**src/rtl/enigma_pkg.sv**
```systemverilog
// Shared definitions for the rotor stepping engine: FSM states, default
// alphabet size and the historical Enigma notch positions.
package enigma_pkg;

    typedef enum logic [1:0] {
        ST_IDLE    = 2'd0,
        ST_STEP    = 2'd1,
        ST_PRESENT = 2'd2
    } step_state_e;

    localparam int ALPHA_DEFAULT = 26;

    // Turnover letters of the military rotors, as 0-based alphabet indices
    localparam int NOTCH_I   = 16;
    localparam int NOTCH_II  = 4;
    localparam int NOTCH_III = 21;
    localparam int NOTCH_IV  = 9;
    localparam int NOTCH_V   = 25;

endpackage

```
**src/rtl/rotor_step_logic.sv**
```systemverilog
// Combinational next-position calculation for one keypress, in either
// odometer-carry or notch (double-step) mode.
module rotor_step_logic
    import enigma_pkg::*;
#(
    parameter  int NUM_ROTORS = 3,
    parameter  int ALPHA      = ALPHA_DEFAULT,
    localparam int POS_W      = $clog2(ALPHA)
) (
    input  logic [NUM_ROTORS*POS_W-1:0] i_pos,
    input  logic [NUM_ROTORS*POS_W-1:0] i_notch,
    input  logic                        i_mode,
    output logic [NUM_ROTORS*POS_W-1:0] o_next_pos,
    output logic                        o_wrap
);

    logic [NUM_ROTORS-1:0] w_at_max;
    logic [NUM_ROTORS-1:0] w_at_notch;
    logic [NUM_ROTORS-1:0] w_carry;
    logic [NUM_ROTORS-1:0] w_notch_step;
    logic [NUM_ROTORS-1:0] w_step;

    for (genvar i = 0; i < NUM_ROTORS; i++) begin : g_rotor
        logic [POS_W-1:0] w_p;
        logic [POS_W-1:0] w_n;

        assign w_p           = i_pos[i*POS_W +: POS_W];
        assign w_n           = i_notch[i*POS_W +: POS_W];
        assign w_at_max[i]   = (w_p == POS_W'(ALPHA - 1));
        assign w_at_notch[i] = (w_p == w_n);

        // Rotor 0 always moves; the last rotor only follows its neighbour,
        // middle rotors also drag themselves along when sitting on their notch.
        if (i == 0) begin : g_first
            assign w_carry[i]      = 1'b1;
            assign w_notch_step[i] = 1'b1;
        end else if (i == NUM_ROTORS - 1) begin : g_last
            assign w_carry[i]      = &w_at_max[i-1:0];
            assign w_notch_step[i] = w_at_notch[i-1];
        end else begin : g_mid
            assign w_carry[i]      = &w_at_max[i-1:0];
            assign w_notch_step[i] = w_at_notch[i-1] | w_at_notch[i];
        end

        assign w_step[i] = i_mode ? w_notch_step[i] : w_carry[i];
        assign o_next_pos[i*POS_W +: POS_W] =
            !w_step[i]  ? w_p :
            w_at_max[i] ? '0  : w_p + POS_W'(1);
    end

    assign o_wrap = ~i_mode & (&w_at_max);

endmodule

```
**src/rtl/rotor_step_engine.sv**
```systemverilog
// Rotor position engine: keypress handshake, preset loading and a
// three-state IDLE/STEP/PRESENT sequencer around rotor_step_logic.
module rotor_step_engine
    import enigma_pkg::*;
#(
    parameter  int NUM_ROTORS = 3,
    parameter  int ALPHA      = ALPHA_DEFAULT,
    localparam int POS_W      = $clog2(ALPHA)
) (
    input  logic                        clk,
    input  logic                        rst,
    input  logic                        key_valid,
    output logic                        key_ready,
    input  logic                        load,
    input  logic [NUM_ROTORS*POS_W-1:0] load_pos,
    input  logic [NUM_ROTORS*POS_W-1:0] load_notch,
    input  logic                        mode,
    output logic [NUM_ROTORS*POS_W-1:0] pos_out,
    output logic                        pos_valid,
    output logic                        wrap,
    output logic                        load_err
);

    localparam int PW = NUM_ROTORS * POS_W;

    step_state_e r_state;
    step_state_e w_state_next;

    logic [PW-1:0] r_pos;
    logic [PW-1:0] r_notch;
    logic          r_mode;
    logic          r_key_ready;
    logic          r_pos_valid;
    logic          r_wrap;
    logic          r_load_err;

    logic [PW-1:0] w_next_pos;
    logic [PW-1:0] w_load_pos;
    logic [PW-1:0] w_load_notch;
    logic          w_load_bad;
    logic          w_step_wrap;
    logic          w_load_take;
    logic          w_accept;

    assign w_load_take = load & (r_state == ST_IDLE);
    // key_ready is only ever high in IDLE, so this also implies IDLE
    assign w_accept    = key_valid & r_key_ready & ~load;

    rotor_step_logic #(
        .NUM_ROTORS (NUM_ROTORS),
        .ALPHA      (ALPHA)
    ) u_step_logic (
        .i_pos      (r_pos),
        .i_notch    (r_notch),
        .i_mode     (r_mode),
        .o_next_pos (w_next_pos),
        .o_wrap     (w_step_wrap)
    );

    // Out-of-alphabet preset fields are replaced by 0 and flagged
    always_comb begin
        w_load_pos   = '0;
        w_load_notch = '0;
        w_load_bad   = 1'b0;
        for (int i = 0; i < NUM_ROTORS; i++) begin
            if (32'(load_pos[i*POS_W +: POS_W]) < ALPHA) begin
                w_load_pos[i*POS_W +: POS_W] = load_pos[i*POS_W +: POS_W];
            end else begin
                w_load_bad = 1'b1;
            end
            if (32'(load_notch[i*POS_W +: POS_W]) < ALPHA) begin
                w_load_notch[i*POS_W +: POS_W] = load_notch[i*POS_W +: POS_W];
            end else begin
                w_load_bad = 1'b1;
            end
        end
    end

    // Next-state decode
    always_comb begin
        w_state_next = r_state;
        case (r_state)
            ST_IDLE: begin
                if (w_accept) begin
                    w_state_next = ST_STEP;
                end else begin
                    w_state_next = ST_IDLE;
                end
            end
            ST_STEP:    w_state_next = ST_PRESENT;
            ST_PRESENT: w_state_next = ST_IDLE;
            default:    w_state_next = ST_IDLE;
        endcase
    end

    // State register and registered handshake/status outputs
    always_ff @(posedge clk or posedge rst) begin
        if (rst) begin
            r_state     <= ST_IDLE;
            r_key_ready <= 1'b0;
            r_pos_valid <= 1'b0;
            r_wrap      <= 1'b0;
        end else begin
            r_state     <= w_state_next;
            r_key_ready <= (w_state_next == ST_IDLE);
            r_pos_valid <= (w_state_next == ST_PRESENT);
            r_wrap      <= (r_state == ST_STEP) & w_step_wrap;
        end
    end

    // Rotor positions, notches, per-step mode and sticky load error
    always_ff @(posedge clk or posedge rst) begin
        if (rst) begin
            r_pos      <= '0;
            r_notch    <= '0;
            r_mode     <= 1'b0;
            r_load_err <= 1'b0;
        end else begin
            if (w_load_take) begin
                r_pos   <= w_load_pos;
                r_notch <= w_load_notch;
            end else if (r_state == ST_STEP) begin
                r_pos   <= w_next_pos;
            end
            if (w_accept) begin
                r_mode <= mode;
            end
            if (w_load_take && w_load_bad) begin
                r_load_err <= 1'b1;
            end
        end
    end

    assign key_ready = r_key_ready;
    assign pos_out   = r_pos;
    assign pos_valid = r_pos_valid;
    assign wrap      = r_wrap;
    assign load_err  = r_load_err;

endmodule

```
**config.mk**
```make
export PLATFORM = sky130hd
export DESIGN_NAME = rotor_step_engine
export DESIGN_NICKNAME = d
export VERILOG_FILES = /design/src/rtl/enigma_pkg.sv /design/src/rtl/rotor_step_logic.sv /design/src/rtl/rotor_step_engine.sv
export SDC_FILE = /design/constraint.sdc
export NUM_CORES = 1
export LEC_CHECK = 0
export BUFFER_PORTS_ARGS = -buffer_cell sky130_fd_sc_hd__buf_4
export CAP_MARGIN = 0
export CORE_MARGIN = 2
export CORE_UTILIZATION = 56
export DETAILED_ROUTE_END_ITERATION = 7
export PLACE_DENSITY_LB_ADDON = 0.25
export SYNTH_ARGS = -nofsm -noshare
export SYNTH_HDL_FRONTEND = slang
export SYNTH_SLANG_ARGS = --single-unit
```
**constraint.sdc**
```tcl
create_clock -name clk -period 4.3 [get_ports clk]
set_clock_uncertainty 0.1 [all_clocks]
set_input_delay 0 -clock clk [delete_from_list [all_inputs] [get_ports clk]]
set_output_delay 0 -clock clk [all_outputs]
set_load 0.05 [all_outputs]
```
==> implementation parameters <==
Parameter                              Value

Run status
  Outcome ... finished clean

Hold path
  Hold/Removal Path Class ... in -> reg

Global route
  GR Layer Usage met2 ... 52.7%
  Sum of overflow across all layers after global routing ... 0
  Met1 layer usage reported by global route ... 33.0%
  Top Usage Layer GRT ... met2
  Initial antenna violation count ... 0
  Via count of the first global-routing pass ... 1942
  First-pass GRT wire length ... 8890 um
  All-Layer GR Usage ... 28.7%
  Met3 track demand over resource in global routing ... 6.13%
  Pin count of the biggest net entering global routing ... 32

Clock network
  Clock slew at reported path FFs ... 0.09 ns
  Clock tree from TritonCTS ... done
  CTS-repair resized insts ... 0
  # clock sinks ... 31
  H-tree levels ... 2
  Post-CTS repair timing setup buffer count ... 0
  Post-CTS Hold Buffers ... 30
  Clock latency of the later-clocked register in the worst-skew pair ... 0.33 ns
  Total CTS buffers ... 5
  Clock Path Buffers ... 2
  Buffer cell driving the clock tree root ... clkbuf_4

Synthesis
  Share of flip-flops with an asynchronous set or reset ... 100%
  Post-synth net total ... 246
  Count of different cell masters after synthesis ... 48
  Number of cells produced by synthesis ... 205
  Cell types occupying the most area after synthesis ... dfrtp_1 40%, nand3_1 6.3%, o21ai_0 5.2%
  Register area share after synthesis ... 40.4%
  Prevailing post-synth register cell ... dfrtp_1
  Largest area contributor in the netlist ... dfrtp_1
  Commonest cells in the netlist ... 31 x dfrtp_1, 26 x nand2_1, 24 x nand3_1
  Area share of the leading cell type in the synthesized netlist ... 40.4%
  Most frequent cell after synthesis ... dfrtp_1
  Number of flops mapped to enable cells by yosys ... 0
  Register bit count reported by yosys ... 31
  Synthesized area divided by synthesized cell count ... 9.37 um^2
  Syn. warnings ... 0
  Synthesized area ... 1920 um^2

Timing
  Ratio of final minimum period to clock period ... 56.7%
  Final Critical Period ... 2.44 ns
  Sum Neg Setup Slack ... 0 ns
  Number of setup violations in the final report ... 0
  Worst max-slew margin expressed relative to the limit ... 44.8%
  RSZ-0062 raised after global routing ... false
  Pin slew with the least headroom to its limit ... 0.827 ns
  Maximum clock rate ... 410 MHz
  Number of pins exceeding their max-slew limit in the final report ... 0
  Final hold viol count ... 0

Power and ir drop
  Portion of total power attributed to sequential cells ... 35.2%
  Peak supply drop ... 0.000363 V
  Int Pwr ... 0.760 mW
  Fraction of power spent switching nets ... 48.3%
  Static leakage power ... 1.27 nW
  PwrDens ... 543 nW/um^2
  Clk pwr share ... 11.6%
  Share of total power in combinational logic ... 53.3%
  Net switching component of the power ... 0.709 mW

Routing
  Via-per-instance ratio ... 5.72
  Per-cell routed wire length ... 15.6 um
  First-iteration detailed-routing DRC count ... 176
  Via Count ... 1921
  Number of routed nets with antenna violations ... 0
  Final WL ... 5240 um
  Detailed-routing iteration count for the pre-antenna-repair pass ... 4
  Number of remaining DRC errors ... 0

Placement
  I/O Buffers ... 52
  Detailed placer's ending HPWL ... 3290 um
  Final weighted congestion of routability-driven global placement ... 0.857
  Number of placed instances with taps included ... 299

Flow run
  Max Cap Viol ... 0

Setup path
  Data required time of the worst path ... 4.46 ns
  Critical path startpoint category ... register
  CP arrival ... 2.60 ns
  Worst setup path category ... reg -> reg
  Peak fanout along the critical path ... 22
  Kind of capture point of the worst setup path ... register

Cells and area
  Net count reported at finish ... 331
  Number of diodes ... 0
  Share of post-route cells with drive strength above 1 ... 27.6%
  Syn-to-layout area delta ... 40.9%
  Number of standard cells in the layout, taps in and fillers out ... 336
  Filler cell count ... 216

Floorplan
  Num ports ... 54
  Die X ... 62.6 um
  Initial cell density of the core ... 58.0%
  Std-Cell Rows ... 21
  DIE AREA ... 3910 um^2
  Standard cell core area ... 3310 um^2
  Vert. Die Dim ... 62.6 um
==> kinds of logic (layout without fill, tap and decap cells) <==
group,after synthesis,count (layout),synth area share [%]
AOI/OAI and AO/OA,51,51,17.9
xor gates and xnor gates,11,11,5.02
adders and majority gates,6,6,3.91
buffers and inverters,10,95,2.54
DFF,31,31,40.4
muxes,8,8,4.76
and+or+nand+nor,88,88,25.5
==> state kept, by name, summed over array words and instances, names as in the netlist <==
name and flops:
pos_valid 1, wrap 1, pos_out 15, r_mode 1, load_err 1, r_notch 10, key_ready 1, r_state 1
==> layout make-up <==
| type | instances | area, um^2 | share of cell area [%] |
|---|---|---|---|
| Multi-Input combinational cell | 164 | 1100 | 40.5 |
| Sequential cell | 31 | 776 | 28.7 |
| Timing Repair Buffer | 84 | 706 | 26.1 |
| Tap cell | 46 | 57.6 | 2.13 |
| Clock buffer | 6 | 51.3 | 1.90 |
| Inverter | 4 | 15.0 | 0.555 |
| Clock inverter | 1 | 5.00 | 0.185 |
==> power groups by stage <==
stage          registers, mW  logic (mW)  clock network [mW]
2_1_floorplan          0.722       0.323                   0
3_5_place_dp           0.519       0.752                   0
5_1_grt                0.534       0.844               0.188
6_report               0.516       0.783               0.170
4_1_cts                0.513       0.778               0.174
3_3_place_gp           0.515       0.736                   0
==> metrics by stage <==
stage	hold WS, ns	util (%)	setup slack, ns	power, mW	instance area (um^2)
floorplan	0.00351	-	2.20	1.05	1920
global placement	0.00826	71.0	2.13	1.25	2350
detailed placement	0.0114	71.0	2.09	1.27	2350
CTS	0.0429	81.7	1.92	1.46	2710
global route	0.0669	81.7	1.74	1.57	2710
finish	0.0498	81.7	1.86	1.47	2710
==> worst max-delay path, cell delays in order (launching register included) <==
cell           delay, ns
dfrtp_1             0.48
nor3b_4             0.72
buf_4               0.35
nand3_1             0.09
dlygate4sd3_1       0.56
nand2_1             0.08
==> routing by layer <==
metal / vias up / share of wire, % / routed length [um]
met5: - / 0 / 0
met2: 76 / 53 / 2760
li1: 922 / - / -
met4: 0 / 2.5 / 132
met1: 909 / 39 / 2060
met3: 14 / 5.6 / 291
==> path summary, 6_finish.rpt <==
| check | depth (start not counted) | from | slack (ns) | to |
|---|---|---|---|---|
| max | 5 | pos_valid | 1.86 | r_notch[8] |
| min | 4 | load_pos[12] | 0.05 | pos_out[12] |
| max reg2reg | 5 | pos_valid | 1.86 | r_notch[8] |
| min reg2reg | 2 | r_notch[4] | 0.40 | r_notch[4] |
| max in group asynchronous | 4 | rst | 3.61 | pos_out[7] |
| min in group asynchronous | 4 | rst | 0.20 | load_err |
==> cells in the final DEF (no fill, tap or decap), types with 2 or more instances in the layout <==
cell type / instances
clkbuf_4: 5
nand3b_1: 2
nor3_2: 2
nand3_1: 24
a21o_2: 2
xnor2_1: 2
dlygate4sd3_1: 30
nand2_1: 26
buf_4: 54
o31ai_1: 3
mux2_2: 5
o21ai_0: 20
dfrtp_1: 31
nor2_1: 8
and3_1: 3
o211ai_1: 6
nor3_1: 6
xor2_1: 9
or2_2: 2
a21oi_1: 4
mux2i_1: 2
ha_1: 6
inv_1: 4
a31oi_1: 6
nand2b_1: 3
Note: power is estimated with default switching activity, not from simulation.
